--- src/rtl/dmem_arb_pkg.sv ---
// rtl/dmem_arb_pkg.sv - shared types and constants for the data-memory arbiter
package dmem_arb_pkg;

  // Arbiter FSM: whether a read is outstanding and whose it is
  typedef enum logic [1:0] {
    IDLE   = 2'd0,
    RD_CPU = 2'd1,
    RD_EXT = 2'd2
  } state_t;

  // Owner of the read currently travelling through the RAM pipeline
  typedef enum logic [1:0] {
    OWN_NONE = 2'd0,
    OWN_CPU  = 2'd1,
    OWN_EXT  = 2'd2
  } owner_t;

  // Latency counter width; holds MEM_LAT-1 for MEM_LAT up to 4
  localparam int LAT_W = 2;

endpackage

--- src/rtl/dmem_resp_tracker.sv ---
// rtl/dmem_resp_tracker.sv - read-latency countdown and response-owner strobes
module dmem_resp_tracker
  import dmem_arb_pkg::*;
#(
  parameter int MEM_LAT = 1
) (
  input  logic clk,
  input  logic rst,
  input  logic issue_rd,
  input  logic issue_cpu,
  output logic resp_cpu,
  output logic resp_ext
);

  logic [LAT_W-1:0] lat_cnt;
  owner_t           owner;

  // Load the countdown on a read issue, count down, then release ownership after the response
  always_ff @(posedge clk or posedge rst) begin
    if (rst) begin
      lat_cnt <= '0;
      owner   <= OWN_NONE;
    end else if (issue_rd) begin
      lat_cnt <= LAT_W'(MEM_LAT - 1);
      owner   <= issue_cpu ? OWN_CPU : OWN_EXT;
    end else if (lat_cnt != '0) begin
      lat_cnt <= lat_cnt - 1'b1;
    end else if (owner != OWN_NONE) begin
      owner <= OWN_NONE;
    end
  end

  // Response cycle: the outstanding read has reached the end of its latency
  always_comb begin
    resp_cpu = (owner == OWN_CPU) && (lat_cnt == '0);
    resp_ext = (owner == OWN_EXT) && (lat_cnt == '0);
  end

endmodule

--- src/rtl/dmem_arbiter.sv ---
// rtl/dmem_arbiter.sv - shares one data-memory port between the CPU and an external master
// Optional statistics outputs are enabled by defining DMEM_ARB_STATS_EN.
module dmem_arbiter
  import dmem_arb_pkg::*;
#(
  parameter int ADDR_W     = 32,
  parameter int DATA_W     = 32,
  parameter int MEM_LAT    = 1,
  parameter int STARVE_MAX = 4
) (
  input  logic              clk,
  input  logic              rst,
  input  logic              cpu_req,
  input  logic              cpu_we,
  input  logic [ADDR_W-1:0] cpu_addr,
  input  logic [DATA_W-1:0] cpu_wdata,
  output logic [DATA_W-1:0] cpu_rdata,
  output logic              cpu_stall,
  input  logic              ext_valid,
  output logic              ext_ready,
  input  logic              ext_we,
  input  logic [ADDR_W-1:0] ext_addr,
  input  logic [DATA_W-1:0] ext_wdata,
  output logic              ext_rvalid,
  output logic [DATA_W-1:0] ext_rdata,
  output logic              mem_en,
  output logic              mem_we,
  output logic [ADDR_W-1:0] mem_addr,
  output logic [DATA_W-1:0] mem_wdata,
  input  logic [DATA_W-1:0] mem_rdata
`ifdef DMEM_ARB_STATS_EN
  ,
  output logic [15:0]       stat_cpu_grants,
  output logic [15:0]       stat_ext_grants,
  output logic [15:0]       stat_stall_cycles
`endif
);

  state_t            state;
  state_t            state_next;
  logic [3:0]        starve_cnt;
  logic              resp_cpu;
  logic              resp_ext;
  logic              can_issue;
  logic              cpu_elig;
  logic              ext_starved;
  logic              cpu_grant;
  logic              ext_grant;
  logic              issue_rd;
  logic [DATA_W-1:0] rdata_q;

  dmem_resp_tracker #(
    .MEM_LAT(MEM_LAT)
  ) u_tracker (
    .clk      (clk),
    .rst      (rst),
    .issue_rd (issue_rd),
    .issue_cpu(cpu_grant),
    .resp_cpu (resp_cpu),
    .resp_ext (resp_ext)
  );

  // Arbitration: issue from IDLE or in a response cycle; CPU wins unless the external master is starved.
  // In a CPU response cycle the held cpu_req belongs to the load being answered, so it is not re-issued.
  always_comb begin
    can_issue   = !rst && ((state == IDLE) || resp_cpu || resp_ext);
    cpu_elig    = cpu_req && !resp_cpu;
    ext_starved = ext_valid && (starve_cnt == 4'(STARVE_MAX));
    cpu_grant   = can_issue && cpu_elig && !ext_starved;
    ext_grant   = can_issue && ext_valid && !cpu_grant;
    issue_rd    = (cpu_grant && !cpu_we) || (ext_grant && !ext_we);
  end

  // FSM state register
  always_ff @(posedge clk or posedge rst) begin
    if (rst) state <= IDLE;
    else     state <= state_next;
  end

  // FSM next state: a read issue enters RD_*, a response without a new read returns to IDLE
  always_comb begin
    state_next = state;
    if (cpu_grant && !cpu_we)      state_next = RD_CPU;
    else if (ext_grant && !ext_we) state_next = RD_EXT;
    else if (resp_cpu || resp_ext) state_next = IDLE;
  end

  // FSM outputs: RAM strobe from the winner, handshakes, stall and read-data return
  always_comb begin
    mem_en     = 1'b0;
    mem_we     = 1'b0;
    mem_addr   = '0;
    mem_wdata  = '0;
    if (cpu_grant) begin
      mem_en    = 1'b1;
      mem_we    = cpu_we;
      mem_addr  = cpu_addr;
      mem_wdata = cpu_wdata;
    end else if (ext_grant) begin
      mem_en    = 1'b1;
      mem_we    = ext_we;
      mem_addr  = ext_addr;
      mem_wdata = ext_wdata;
    end
    ext_ready  = ext_grant;
    cpu_stall  = !rst && cpu_req && !((cpu_grant && cpu_we) || resp_cpu);
    cpu_rdata  = resp_cpu ? mem_rdata : rdata_q;
    ext_rvalid = resp_ext;
    ext_rdata  = resp_ext ? mem_rdata : '0;
  end

  // Hold the last delivered CPU load value between responses
  always_ff @(posedge clk or posedge rst) begin
    if (rst)           rdata_q <= '0;
    else if (resp_cpu) rdata_q <= mem_rdata;
  end

  // Starvation guard: count CPU wins while the external master waits
  always_ff @(posedge clk or posedge rst) begin
    if (rst)                          starve_cnt <= '0;
    else if (ext_grant || !ext_valid) starve_cnt <= '0;
    else if (cpu_grant && (starve_cnt != 4'(STARVE_MAX)))
      starve_cnt <= starve_cnt + 4'd1;
  end

`ifdef DMEM_ARB_STATS_EN
  // Saturating activity counters
  always_ff @(posedge clk or posedge rst) begin
    if (rst) begin
      stat_cpu_grants   <= '0;
      stat_ext_grants   <= '0;
      stat_stall_cycles <= '0;
    end else begin
      if (cpu_grant && (stat_cpu_grants != 16'hFFFF))
        stat_cpu_grants <= stat_cpu_grants + 16'd1;
      if (ext_grant && (stat_ext_grants != 16'hFFFF))
        stat_ext_grants <= stat_ext_grants + 16'd1;
      if (cpu_stall && (stat_stall_cycles != 16'hFFFF))
        stat_stall_cycles <= stat_stall_cycles + 16'd1;
    end
  end
`endif

endmodule

--- config.mk ---
export PLATFORM = sky130hd
export DESIGN_NAME = dmem_arbiter
export DESIGN_NICKNAME = d
export VERILOG_FILES = /design/src/rtl/dmem_arb_pkg.sv /design/src/rtl/dmem_resp_tracker.sv /design/src/rtl/dmem_arbiter.sv
export SDC_FILE = /design/constraint.sdc
export NUM_CORES = 1
export LEC_CHECK = 0
export ABC_AREA = 1
export BUFFER_PORTS_ARGS = -buffer_cell sky130_fd_sc_hd__buf_2
export CORE_AREA = 2 2 116 118
export CTS_CLUSTER_DIAMETER = 40
export DETAILED_ROUTE_END_ITERATION = 7
export DIE_AREA = 0 0 118 120
export GPL_TIMING_DRIVEN = 0
export MAX_ROUTING_LAYER = met4
export PLACE_DENSITY = 0.62
export SETUP_SLACK_MARGIN = 0.5
export SLEW_MARGIN = 20
export SYNTH_ARGS = -nofsm -noshare
export SYNTH_HDL_FRONTEND = slang
export SYNTH_SLANG_ARGS = --single-unit
--- constraint.sdc ---
create_clock -name clk -period 2.5 [get_ports clk]
set_input_delay 0.25 -clock clk [delete_from_list [all_inputs] [get_ports clk]]
set_output_delay 0.25 -clock clk [all_outputs]
set_load 0.005 [all_outputs]
==> results.md <==
- Non-filler instance count after layout: 975
- Synth warn: 0
- Overall track demand over capacity in global routing: 17.5%
- Normalized max-slew margin: 35.0%
- Pwr dens: 714 mW/mm^2
- Reg-to-reg critical path endpoint: starve_cnt[1]
- Final routed wire length divided by cell count: 13.4 um
- Cell type contributing the most total cell area after synthesis: sky130_fd_sc_hd__dfrtp_1
- Placed standard-cell area: 0.00456 mm^2
- Min-Delay Path Class: input port to async pin
- Highest ir drop seen on vdd: 608 uV
- Worst Path Buf+Inv: 4
- Number of clock sinks: 42
- Signed area change from the synthesized netlist to the final layout: 106%
- Avg Inst Size Synth: 6.03 um^2
- Final Hold Violating Endpoints: 0
- CP arrival: 1970 ps
- Number of distinct library cell variants in the gate-level netlist after synthesis: 17
- Total Negative Setup Slacks: 0 ps
- Total via count after detailed routing: 4,118
- Commonest register cell after synthesis: sky130_fd_sc_hd__dfrtp_1
- Fraction of registers with async set/reset: 100%
- Met3 layer wire length in the routed design: 1030 um
- Height of the chip: 120 um
- Ports placed on the boundary: 299
- Worst slew pin tran: 970 ps
- Post-layout total power: 0.00415 W
- Number of stages on the worst setup path: 11
- Initial antenna violation count: 2
- Area fraction of the dominant cell type after synthesis: 37.3%
- Part of the cycle the worst path needs: 88.8%
- Clock-pin slew of the registers on the worst-case setup and hold paths: 60 ps
- Clock root buffer: sky130_fd_sc_hd__clkbuf_16
- Dominant cells by area after synthesis: sky130_fd_sc_hd__dfrtp_1 37%, sky130_fd_sc_hd__nand2_1 33%, sky130_fd_sc_hd__inv_1 6.8%
- Detailed Place HPWL: 9730 um
- Global-route wire length before repair: 19,100 um
- DRC viols: 0
- Number of buffers added by the clock tree synthesis step: 5
- Number of vias per cell: 4.22
- Utilization after layout: 44.7%
- Count of buffers inserted at the top-level ports: 298
- Outcome: completed
- Static Leak: 3.67 nW
- Effective utilization at floorplan: 21.7%
- Launching point of the worst reg2reg path: u_tracker.lat_cnt[0]
- Layout filler cell count: 1,345
- Uppermost layer routed: met4
- Cells after Synth: 467
- Final Max Slew Viols: 0
- Violation count after the first detailed-routing iteration: 211
- CP startpoint kind: flip-flop
- Post-synthesis sequential area ratio: 37.3%
- Cell family contributing the most delay on the critical path: simple AND/OR/NAND/NOR gates
- Critical path fanouts, max: 10
- Number of placement rows: 42
- Count of TritonRoute iterations in the first routing pass: 4
- Finish-stage setup viols: 0
- TritonCTS clock tree: built
- Later-pin clock latency in the skew report: 280 ps
- Worst reg2reg setup slack: 690 ps
- Number of global-route vias before repair: 3,793
- Core outline area: 0.0130 mm^2
- Area of all placed cells without fillers: 0.00581 mm^2
- Met2 wire len: 6660 um
- Worst path max stage delay: 380 ps
- Post-route met1 wirelength: 5140 um
- # placed instances: 941
- Kind of end point of the critical path: output pin
- Buffers from clock root to sink, at most: 2
- Cell breakdown of the critical path: inv_2 -> ha_4 -> nand3_4 -> nand3_4 -> nand2_4 -> nor2_4 -> buf_12 -> buf_8 -> nand2_1 -> nand2_1 -> buf_2
- Total of max-cap violations: 0
- Leftover overflow at the end of global routing: 0
- DRT Wirelength: 13,000 um
- Antenna violation net count after detailed routing: 0
- Flops & latches, synth: 42
- Post-layout net count: 966
- Max Clk Rate: 451 MHz
- Worst-path cell with the longest stage delay: sky130_fd_sc_hd__dfrtp_1
- Unrepaired setup endpoints after global routing: yes
- Data required time at the worst endpoint: 2250 ps
- Share of final-layout standard cells stronger than drive strength 1: 58.3%
- Routability Congestion: 0.840
- Post-synthesis instance area: 0.00282 mm^2
- Number of enable flip-flop cells after synthesis: 0
- Full die area: 0.0142 mm^2
- Kind of critical path: flip-flop to output pin
- Pin count of the biggest net entering global routing: 22
- Most frequent cell after synthesis: sky130_fd_sc_hd__nand2_1
- Most used standard cells in the synthesized netlist: 245 x sky130_fd_sc_hd__nand2_1, 51 x sky130_fd_sc_hd__inv_1, 42 x sky130_fd_sc_hd__dfrtp_1
- Worst-case clock skew: 3.72 ps
- Clock period minus final worst setup slack: 2220 ps
- Number of levels the H-tree was split into: 2
- Die W: 118 um
- R2r worst-path depth: 11
- Net count after synthesis: 636
[per-stage QoR]
stage / hold slack (ps) / setup slack, ps
after floorplan: 250 / 462
after global placement: 469 / -309
after detailed placement: 476 / -334
after CTS: 90.7 / 288
after global routing: 108 / 170
final: 63.7 / 281
[layout make-up]
cell class	instances	area, um^2	area share, %
multi-input cells	348	1980	34.1
repair buffers	321	1830	31.5
flip-flops and latches	42	1050	18.1
plain buffers	24	334	5.75
well taps	176	220	3.79
inverters	53	205	3.53
clock buffers	6	139	2.39
clock inverters	1	30.0	0.517
repair inverters	2	10.0	0.172
diodes	2	5.00	0.0862
[flip-flops by register name (all words and copies together), names as in the netlist]
signal             count
starve_cnt             4
state                  2
u_tracker.owner        2
rdata_q               32
u_tracker.lat_cnt      2
[worst max-delay path by stage]
| stage | from | endpoint | slack, ps |
|---|---|---|---|
| floorplan | rst | mem_wdata[10] | 460 |
| global placement | rst | mem_wdata[10] | -310 |
| detailed placement | rst | mem_wdata[10] | -330 |
| CTS | u_tracker.lat_cnt[1] | mem_wdata[11] | 290 |
| global route | u_tracker.lat_cnt[0] | mem_addr[6] | 170 |
| finish | u_tracker.lat_cnt[0] | mem_wdata[25] | 280 |
[layout by cell type (no fill, tap or decap), drive strengths merged]
master,instances
ha,3
a21oi,1
dfrtp,42
diode,2
nor2,40
inv,52
xor2,2
bufinv,1
dlygate4sd3,1
clkinvlp,3
nand2,245
o21ai,33
bufbuf,1
nand4,10
clkbuf,10
buf,339
nand3,14
[power by group]
group / switching (W) / internal [W]
logic: 0.00119 / 0.00116
clock network: 0.000258 / 0.000493
registers: 0.0000928 / 0.000952
[routing by layer]
| metal | global-route usage, % | vias to the layer above |
|---|---|---|
| li1 | - | 2073 |
| met1 | 20.2 | 1820 |
| met2 | 30.7 | 213 |
| met3 | 3.80 | 12 |
| met4 | 4.97 | 0 |
| met5 | - | - |
[kinds of logic (layout without fill, tap and decap cells)]
| group | count (synthesis) | in the layout | synth area share [%] |
|---|---|---|---|
| adder cells (fa/ha/maj) | 3 | 3 | 1.33 |
| XOR/XNOR | 2 | 2 | 0.622 |
| flip-flops | 42 | 42 | 37.3 |
| buffers and inverters | 77 | 407 | 11.3 |
| other | 0 | 2 | 0 |
| AND/OR/NAND/NOR | 309 | 309 | 43.3 |
| AO/OA/AOI/OAI | 34 | 34 | 6.04 |
[timing repair]
action                                  4_1_cts  5_1_grt
gates resized for setup                     120      142
endpoints found under the setup margin      139      131
pin swaps                                    25       27
endpoints found under the hold margin        10        0
gates cloned                                  7        1
hold buffers                                  1        0
setup buffers                                14        2
(Power assumes the default switching activity.)
